### src/rtl/ball_vertical_engine_pkg.sv
// ball_vertical_engine_pkg: playfield defaults and paddle-segment velocity table
package ball_vertical_engine_pkg;
    localparam int V_TOP_D     = 16;
    localparam int V_BOTTOM_D  = 256;
    localparam int BALL_H_D    = 4;
    localparam int SERVE_Y_D   = 128;
    localparam int MAX_SPEED_D = 3;
    localparam int SEG_VEL [8] = '{-3, -2, -1, 0, 0, 1, 2, 3};
    function automatic int clamp_vel(input int v, input int m);
        return v > m ? m : (v < -m ? -m : v);
    endfunction
endpackage

### src/rtl/ball_vertical_engine_velocity.sv
// ball_vertical_engine_velocity: paddle-hit latch holding the velocity to apply at the next frame
module ball_vertical_engine_velocity
    import ball_vertical_engine_pkg::*;
#(
    parameter int VEL_BITS  = 4,
    parameter int MAX_SPEED = MAX_SPEED_D
) (
    input  logic                       clk,
    input  logic                       _reset,
    input  logic                       hit,
    input  logic [2:0]                 hit_seg,
    input  logic                       attract,
    input  logic                       frame_ce,
    input  logic                       serve,
    output logic                       pend,
    output logic signed [VEL_BITS-1:0] vel_next
);
    logic take;
    assign take = hit && !attract;
    // a hit coinciding with frame_ce survives the frame clear and is used next frame
    always_ff @(posedge clk) begin
        if (!_reset) begin
            pend     <= 1'b0;
            vel_next <= '0;
        end else begin
            if (take)
                vel_next <= VEL_BITS'(clamp_vel(SEG_VEL[hit_seg], MAX_SPEED));
            pend <= serve ? 1'b0 : take ? 1'b1 : frame_ce ? 1'b0 : pend;
        end
    end
endmodule

### src/rtl/ball_vertical_engine.sv
// ball_vertical_engine: ball Y position/velocity with wall reflection and per-line vertical video window
module ball_vertical_engine
    import ball_vertical_engine_pkg::*;
#(
    parameter int V_BITS    = 9,
    parameter int VEL_BITS  = 4,
    parameter int V_TOP     = V_TOP_D,
    parameter int V_BOTTOM  = V_BOTTOM_D,
    parameter int BALL_H    = BALL_H_D,
    parameter int SERVE_Y   = SERVE_Y_D,
    parameter int MAX_SPEED = MAX_SPEED_D
) (
    input  logic                       clk,
    input  logic                       _reset,
    input  logic                       line_ce,
    input  logic                       frame_ce,
    input  logic                       vblank,
    input  logic                       hit,
    input  logic [2:0]                 hit_seg,
    input  logic                       serve,
    input  logic                       attract,
    output logic [V_BITS-1:0]          ball_y,
    output logic signed [VEL_BITS-1:0] vel,
    output logic                       vvid,
    output logic                       _vvid,
    output logic [1:0]                 vball_row,
    output logic                       wall_bounce
);
    localparam int NW = V_BITS + 2;
    localparam logic signed [NW-1:0] TOP_S = NW'(V_TOP);
    localparam logic signed [NW-1:0] BOT_S = NW'(V_BOTTOM - BALL_H);
    logic [V_BITS-1:0] line_cnt, diff, ny;
    logic signed [VEL_BITS-1:0] vel_next, v, nv;
    logic signed [NW-1:0] n, refl_top, refl_bot;
    logic [V_BITS:0] end_y;
    logic pend, lo_hit, hi_hit, in_win;
    ball_vertical_engine_velocity #(.VEL_BITS(VEL_BITS), .MAX_SPEED(MAX_SPEED)) u_vel (
        .clk(clk), ._reset(_reset), .hit(hit), .hit_seg(hit_seg), .attract(attract),
        .frame_ce(frame_ce), .serve(serve), .pend(pend), .vel_next(vel_next)
    );
    always_comb begin
        v        = pend ? vel_next : vel;
        n        = {2'b00, ball_y} + {{(NW-VEL_BITS){v[VEL_BITS-1]}}, v};
        refl_top = (TOP_S <<< 1) - n;
        refl_bot = (BOT_S <<< 1) - n;
        lo_hit   = n < TOP_S;
        hi_hit   = n > BOT_S;
        ny       = lo_hit ? refl_top[V_BITS-1:0] : hi_hit ? refl_bot[V_BITS-1:0] : n[V_BITS-1:0];
        nv       = (lo_hit || hi_hit) ? -v : v;
        end_y    = {1'b0, ball_y} + (V_BITS+1)'(BALL_H);
        diff     = line_cnt - ball_y;
        in_win   = !vblank && line_cnt >= ball_y && {1'b0, line_cnt} < end_y;
    end
    always_ff @(posedge clk) begin
        if (!_reset) begin
            line_cnt    <= '0;
            ball_y      <= V_BITS'(SERVE_Y);
            vel         <= '0;
            vvid        <= 1'b0;
            vball_row   <= '0;
            wall_bounce <= 1'b0;
        end else begin
            line_cnt    <= frame_ce ? '0 : line_ce ? line_cnt + 1'b1 : line_cnt;
            ball_y      <= serve ? V_BITS'(SERVE_Y) : frame_ce ? ny : ball_y;
            vel         <= serve ? (attract ? VEL_BITS'(1) : '0) : frame_ce ? nv : vel;
            wall_bounce <= frame_ce && !serve && (lo_hit || hi_hit);
            vvid        <= in_win;
            vball_row   <= in_win ? diff[1:0] : 2'd0;
        end
    end
    assign _vvid = ~vvid;
endmodule
### config.mk
export PLATFORM = sky130hd
export DESIGN_NAME = ball_vertical_engine
export DESIGN_NICKNAME = d
export VERILOG_FILES = /design/src/rtl/ball_vertical_engine_pkg.sv /design/src/rtl/ball_vertical_engine_velocity.sv /design/src/rtl/ball_vertical_engine.sv
export SDC_FILE = /design/constraint.sdc
export NUM_CORES = 1
export LEC_CHECK = 0
export BUFFER_PORTS_ARGS = -buffer_cell sky130_fd_sc_hd__buf_2
export CORE_ASPECT_RATIO = 0.5
export CORE_UTILIZATION = 50
export CTS_CLUSTER_DIAMETER = 100
export DETAILED_ROUTE_END_ITERATION = 6
export GPL_TIMING_DRIVEN = 1
export PLACE_DENSITY = 0.8
export SYNTH_ARGS = -nofsm -noshare
export SYNTH_HDL_FRONTEND = slang
export SYNTH_SLANG_ARGS = --single-unit
export TNS_END_PERCENT = 50
### constraint.sdc
create_clock -name clk -period 7.8 [get_ports clk]
set_input_delay 2.34 -clock clk [delete_from_list [all_inputs] [get_ports clk]]
set_output_delay 2.34 -clock clk [all_outputs]
set_load 0.05 [all_outputs]
==> PnR_summary.wiki <==
{| class="wikitable"
! Metric !! Value
|-
| Total inserted antenna cells || 0
|-
| CTS resizes || 0
|-
| Worst-case clock buffer depth || 2
|-
| CTS sink cnt || 30
|-
| Overall die width || 102 um
|-
| Highest clock frequency the design can meet || 250 MHz
|-
| Total number of placement rows || 17
|-
| Post-synthesis sequential area ratio || 24.2%
|-
| Setup TNS || 0 ns
|-
| Number of vias after detailed routing || 2203
|-
| Core ar. || about 0.0046 mm^2
|-
| Clock input transition at the sequential cells of the worst setup and hold paths || 0.07 ns
|-
| Number of buffers added by the clock tree synthesis step || 5
|-
| Top library cells by usage in the layout, fill and taps aside || 38 x sky130_fd_sc_hd__nor2_1, 33 x sky130_fd_sc_hd__ha_1, 30 x sky130_fd_sc_hd__dfxtp_1
|-
| Power density over cell area || 139 mW/mm^2
|-
| Worst relative slew slack || 57.6%
|-
| Hold Buf Count CTS || 0
|-
| Fill cell total of the finished layout || between 300 and 400
|-
| Global-route layer with the greatest usage || met2
|-
| Fraction of power spent switching nets || 28.7%
|-
| Net Count, Synth || 338
|-
| Fraction of met1 tracks used by global routing || 28.4%
|-
| DRT antenna net count || 0
|-
| Grt met3 use || 5.91%
|-
| Average vias per placed instance || between 5 and 6
|-
| Final Slew Violations || 0
|-
| Minimum clock period || 4.01 ns
|-
| Residual DRC || 0
|-
| Class of the worst hold path || reg2reg
|-
| Net switching power || between 0.1 and 0.15 mW
|-
| Die Height || slightly above 50 um
|-
| Critical path startpoint category || flop
|-
| Post-synthesis instance area || 0.00248 mm^2
|-
| Total global routing overflow || 0
|-
| Post-route clock skew || 0.00713 ns
|-
| Crit end category || flop
|-
| Number of distinct standard cells referenced by the synthesized netlist || 48
|-
| WP data required || between 7 and 8 ns
|-
| DRT Pass-1 Iters || 4
|-
| Hold violation total from the final report || 0
|-
| Mapped Cells || 292
|-
| Total of warnings raised by yosys || 0
|-
| Largest area contributor in the netlist || sky130_fd_sc_hd__dfxtp_1
|-
| Number of max-capacitance violations reported || 0
|-
| Area of the multi-input gates || 0.00177 mm^2
|-
| TritonCTS clock tree || done
|-
| Hpwl dp || 4270 um
|-
| Post-Route Utilization || 61.0%
|-
| Worst Setup Slack post-DPL || 3.81 ns
|-
| Top post-synthesis cells by area || sky130_fd_sc_hd__dfxtp_1 24%, sky130_fd_sc_hd__ha_1 17%, sky130_fd_sc_hd__xnor2_1 6.0%, sky130_fd_sc_hd__nor2_1 5.7%, sky130_fd_sc_hd__xor2_1 3.5%
|-
| Die area || 0.00527 mm^2
|-
| Cell-internal power || about 0.28 mW
|-
| Global-route wire length before repair || between 9000 and 10000 um
|-
| Area used by sequential logic in the layout || ~600 um^2
|-
| Top fanout value on the critical path || 10
|-
| Worst Path Arrival || between 4 and 5 ns
|-
| Combinational cell fraction of total power || about 18%
|-
| Setup violators final || 0
|-
| Drt initial violations || 135
|-
| Crit path kind || reg2reg
|-
| Synthesized area divided by synthesized cell count || 8.51 um^2
|-
| Placed instance count || 380
|-
| # IOs || 29
|-
| Total number of H-tree levels || 2
|-
| Async set or reset register ratio after synthesis || 0%
|-
| Number of antenna violations at the first check in global routing || 0
|-
| Transition time at the pin with the least slew margin || 0.633 ns
|-
| Most used flip-flop cell after synthesis || sky130_fd_sc_hd__dfxtp_1
|-
| Most common cell after layout, fill and taps aside || sky130_fd_sc_hd__nor2_1
|-
| Fraction of final layout cells with drive strength greater than 1 || 16.1%
|-
| Gr usage total || between 20% and 30%
|-
| Global-route track usage on met2 || 41.0%
|-
| Number of synthesized register bits || 30
|-
| Share of the synthesized area in the top cell type || 24.2%
|-
| Largest net degree at the start of global routing || 25
|-
| Routed wire per std cell || 14.1 um
|-
| Finished Layout Cells || 388
|-
| Result of the run || completed
|-
| Final routed wirelength across all metal layers || 5460 um
|-
| Sequential fraction of design power || 41.7%
|-
| Final worst-path setup slack || 3.79 ns
|-
| Leak Pwr || 1.23 nW
|-
| Clock network latency to the later pin of the worst-skew pair || about 0.29 ns
|-
| Maximum vdd drop || between 60 and 70 uV
|-
| Via count of the first global-routing pass || 2105
|-
| Number of nets in the layout || 367
|-
| Number of enable-type register cells in the synthesized netlist || 0
|-
| Unrepaired setup endpoints after global routing || no
|-
| IO buf count || 28
|-
| Placer's final routability congestion estimate || just under 1
|-
| Clock share of power || 40.3%
|-
| Initial standard-cell utilization of the core || 54.3%
|-
| Crit share post-route || 51.4%
|-
| Post CTS Setup Buffer Count || 0
|-
| CTS root buffer || sky130_fd_sc_hd__clkbuf_8
|-
| Area delta synth->final || 12.3%
|}
-- cell usage after synthesis (2+ instances only) --
library cell,instances
sky130_fd_sc_hd__nand2_1,8
sky130_fd_sc_hd__a211o_1,2
sky130_fd_sc_hd__a211oi_1,8
sky130_fd_sc_hd__o211ai_1,2
sky130_fd_sc_hd__mux2_2,2
sky130_fd_sc_hd__nor2_1,38
sky130_fd_sc_hd__inv_1,22
sky130_fd_sc_hd__and3_1,3
sky130_fd_sc_hd__nor3_1,6
sky130_fd_sc_hd__xor2_1,10
sky130_fd_sc_hd__o21ai_2,2
sky130_fd_sc_hd__xnor2_1,17
sky130_fd_sc_hd__dfxtp_1,30
sky130_fd_sc_hd__a21oi_1,17
sky130_fd_sc_hd__mux2i_1,8
sky130_fd_sc_hd__ha_1,33
sky130_fd_sc_hd__nand3_1,9
sky130_fd_sc_hd__a211oi_2,2
sky130_fd_sc_hd__nor4_2,2
sky130_fd_sc_hd__o21ai_0,10
sky130_fd_sc_hd__or3_1,3
sky130_fd_sc_hd__o22ai_1,3
sky130_fd_sc_hd__clkbuf_1,6
sky130_fd_sc_hd__fa_1,2
sky130_fd_sc_hd__a311oi_1,2
sky130_fd_sc_hd__nand2b_1,9
sky130_fd_sc_hd__a21o_1,6
sky130_fd_sc_hd__nor2b_1,7
sky130_fd_sc_hd__nand4_1,3
sky130_fd_sc_hd__xor2_2,2
-- metrics by stage --
step | area, um^2 | total power, mW | hold WS [ns]
after floorplan | 2480 | 0.219 | 0.479
after global placement | 2680 | 0.232 | 0.501
after detailed placement | 2680 | 0.235 | 0.506
after CTS | 2790 | 0.391 | 0.518
after global routing | 2790 | 0.408 | 0.552
final | 2790 | 0.389 | 0.520
-- per-layer routing --
metal	share of wire (%)	vias up
li1	-	1100
met1	46	1040
met2	48	49
met3	4.0	14
met4	2.0	0
met5	0	-
-- sequential cells by signal (all words and copies together) (netlist names) --
| register | count |
|---|---|
| u_vel.pend | 1 |
| vball_row | 2 |
| ball_y | 9 |
| wall_bounce | 1 |
| vel | 4 |
| vvid | 1 |
| u_vel.vel_next | 3 |
| line_cnt | 9 |
-- layout make-up --
type                    count  share of cell area, %
multi-input cells         233                   63.3
flip-flops and latches     30                   21.5
repair buffers             29                   5.29
inverters                  22                   2.96
well taps                  66                   2.96
clock buffers               5                   2.47
clock inverters             3                   1.44
-- worst max-delay path: stages (launching register included) --
cell	delay [ns]
sky130_fd_sc_hd__dfxtp_1	0.45
sky130_fd_sc_hd__mux2i_1	0.39
sky130_fd_sc_hd__inv_1	0.08
sky130_fd_sc_hd__ha_1	0.22
sky130_fd_sc_hd__fa_1	0.42
sky130_fd_sc_hd__a211oi_2	0.29
sky130_fd_sc_hd__nor2_1	0.10
sky130_fd_sc_hd__xor2_1	0.49
sky130_fd_sc_hd__and4_1	0.35
sky130_fd_sc_hd__and3_1	0.19
sky130_fd_sc_hd__nor4_2	0.07
sky130_fd_sc_hd__buf_4	0.21
sky130_fd_sc_hd__a311oi_1	0.25
sky130_fd_sc_hd__xor2_1	0.10
sky130_fd_sc_hd__a211o_1	0.29
-- power by group through the flow --
| stage | registers, mW | clock network, mW | logic, mW |
|---|---|---|---|
| 4_1_cts | 0.162 | 0.159 | 0.0699 |
| 3_5_place_dp | 0.166 | 0 | 0.0695 |
| 6_report | 0.162 | 0.157 | 0.0701 |
| 3_3_place_gp | 0.165 | 0 | 0.0665 |
| 2_1_floorplan | 0.172 | 0 | 0.0468 |
| 5_1_grt | 0.163 | 0.167 | 0.0780 |
-- cell families after synthesis --
logic type,synth area share (%)
fa+ha+maj,18.2
xor+xnor,10.8
compound gates,18.7
flops,24.2
buf+inv,4.69
mux,4.13
simple gates,19.2
-- worst paths after layout --
check / from / endpoint / slack, ns / depth (start not counted)
setup / recovery: u_vel.pend$_SDFFE_PP0P_ / ball_y[7]$_SDFFE_PP1P_ / 3.79 / 14
hold / removal: vel[2]$_SDFFE_PN0P_ / vel[2]$_SDFFE_PN0P_ / 0.52 / 2
setup reg to reg: u_vel.pend$_SDFFE_PP0P_ / ball_y[7]$_SDFFE_PP1P_ / 3.79 / 14
hold reg to reg: vel[2]$_SDFFE_PN0P_ / vel[2]$_SDFFE_PN0P_ / 0.52 / 2
Note: power is estimated with default switching activity, not from simulation.
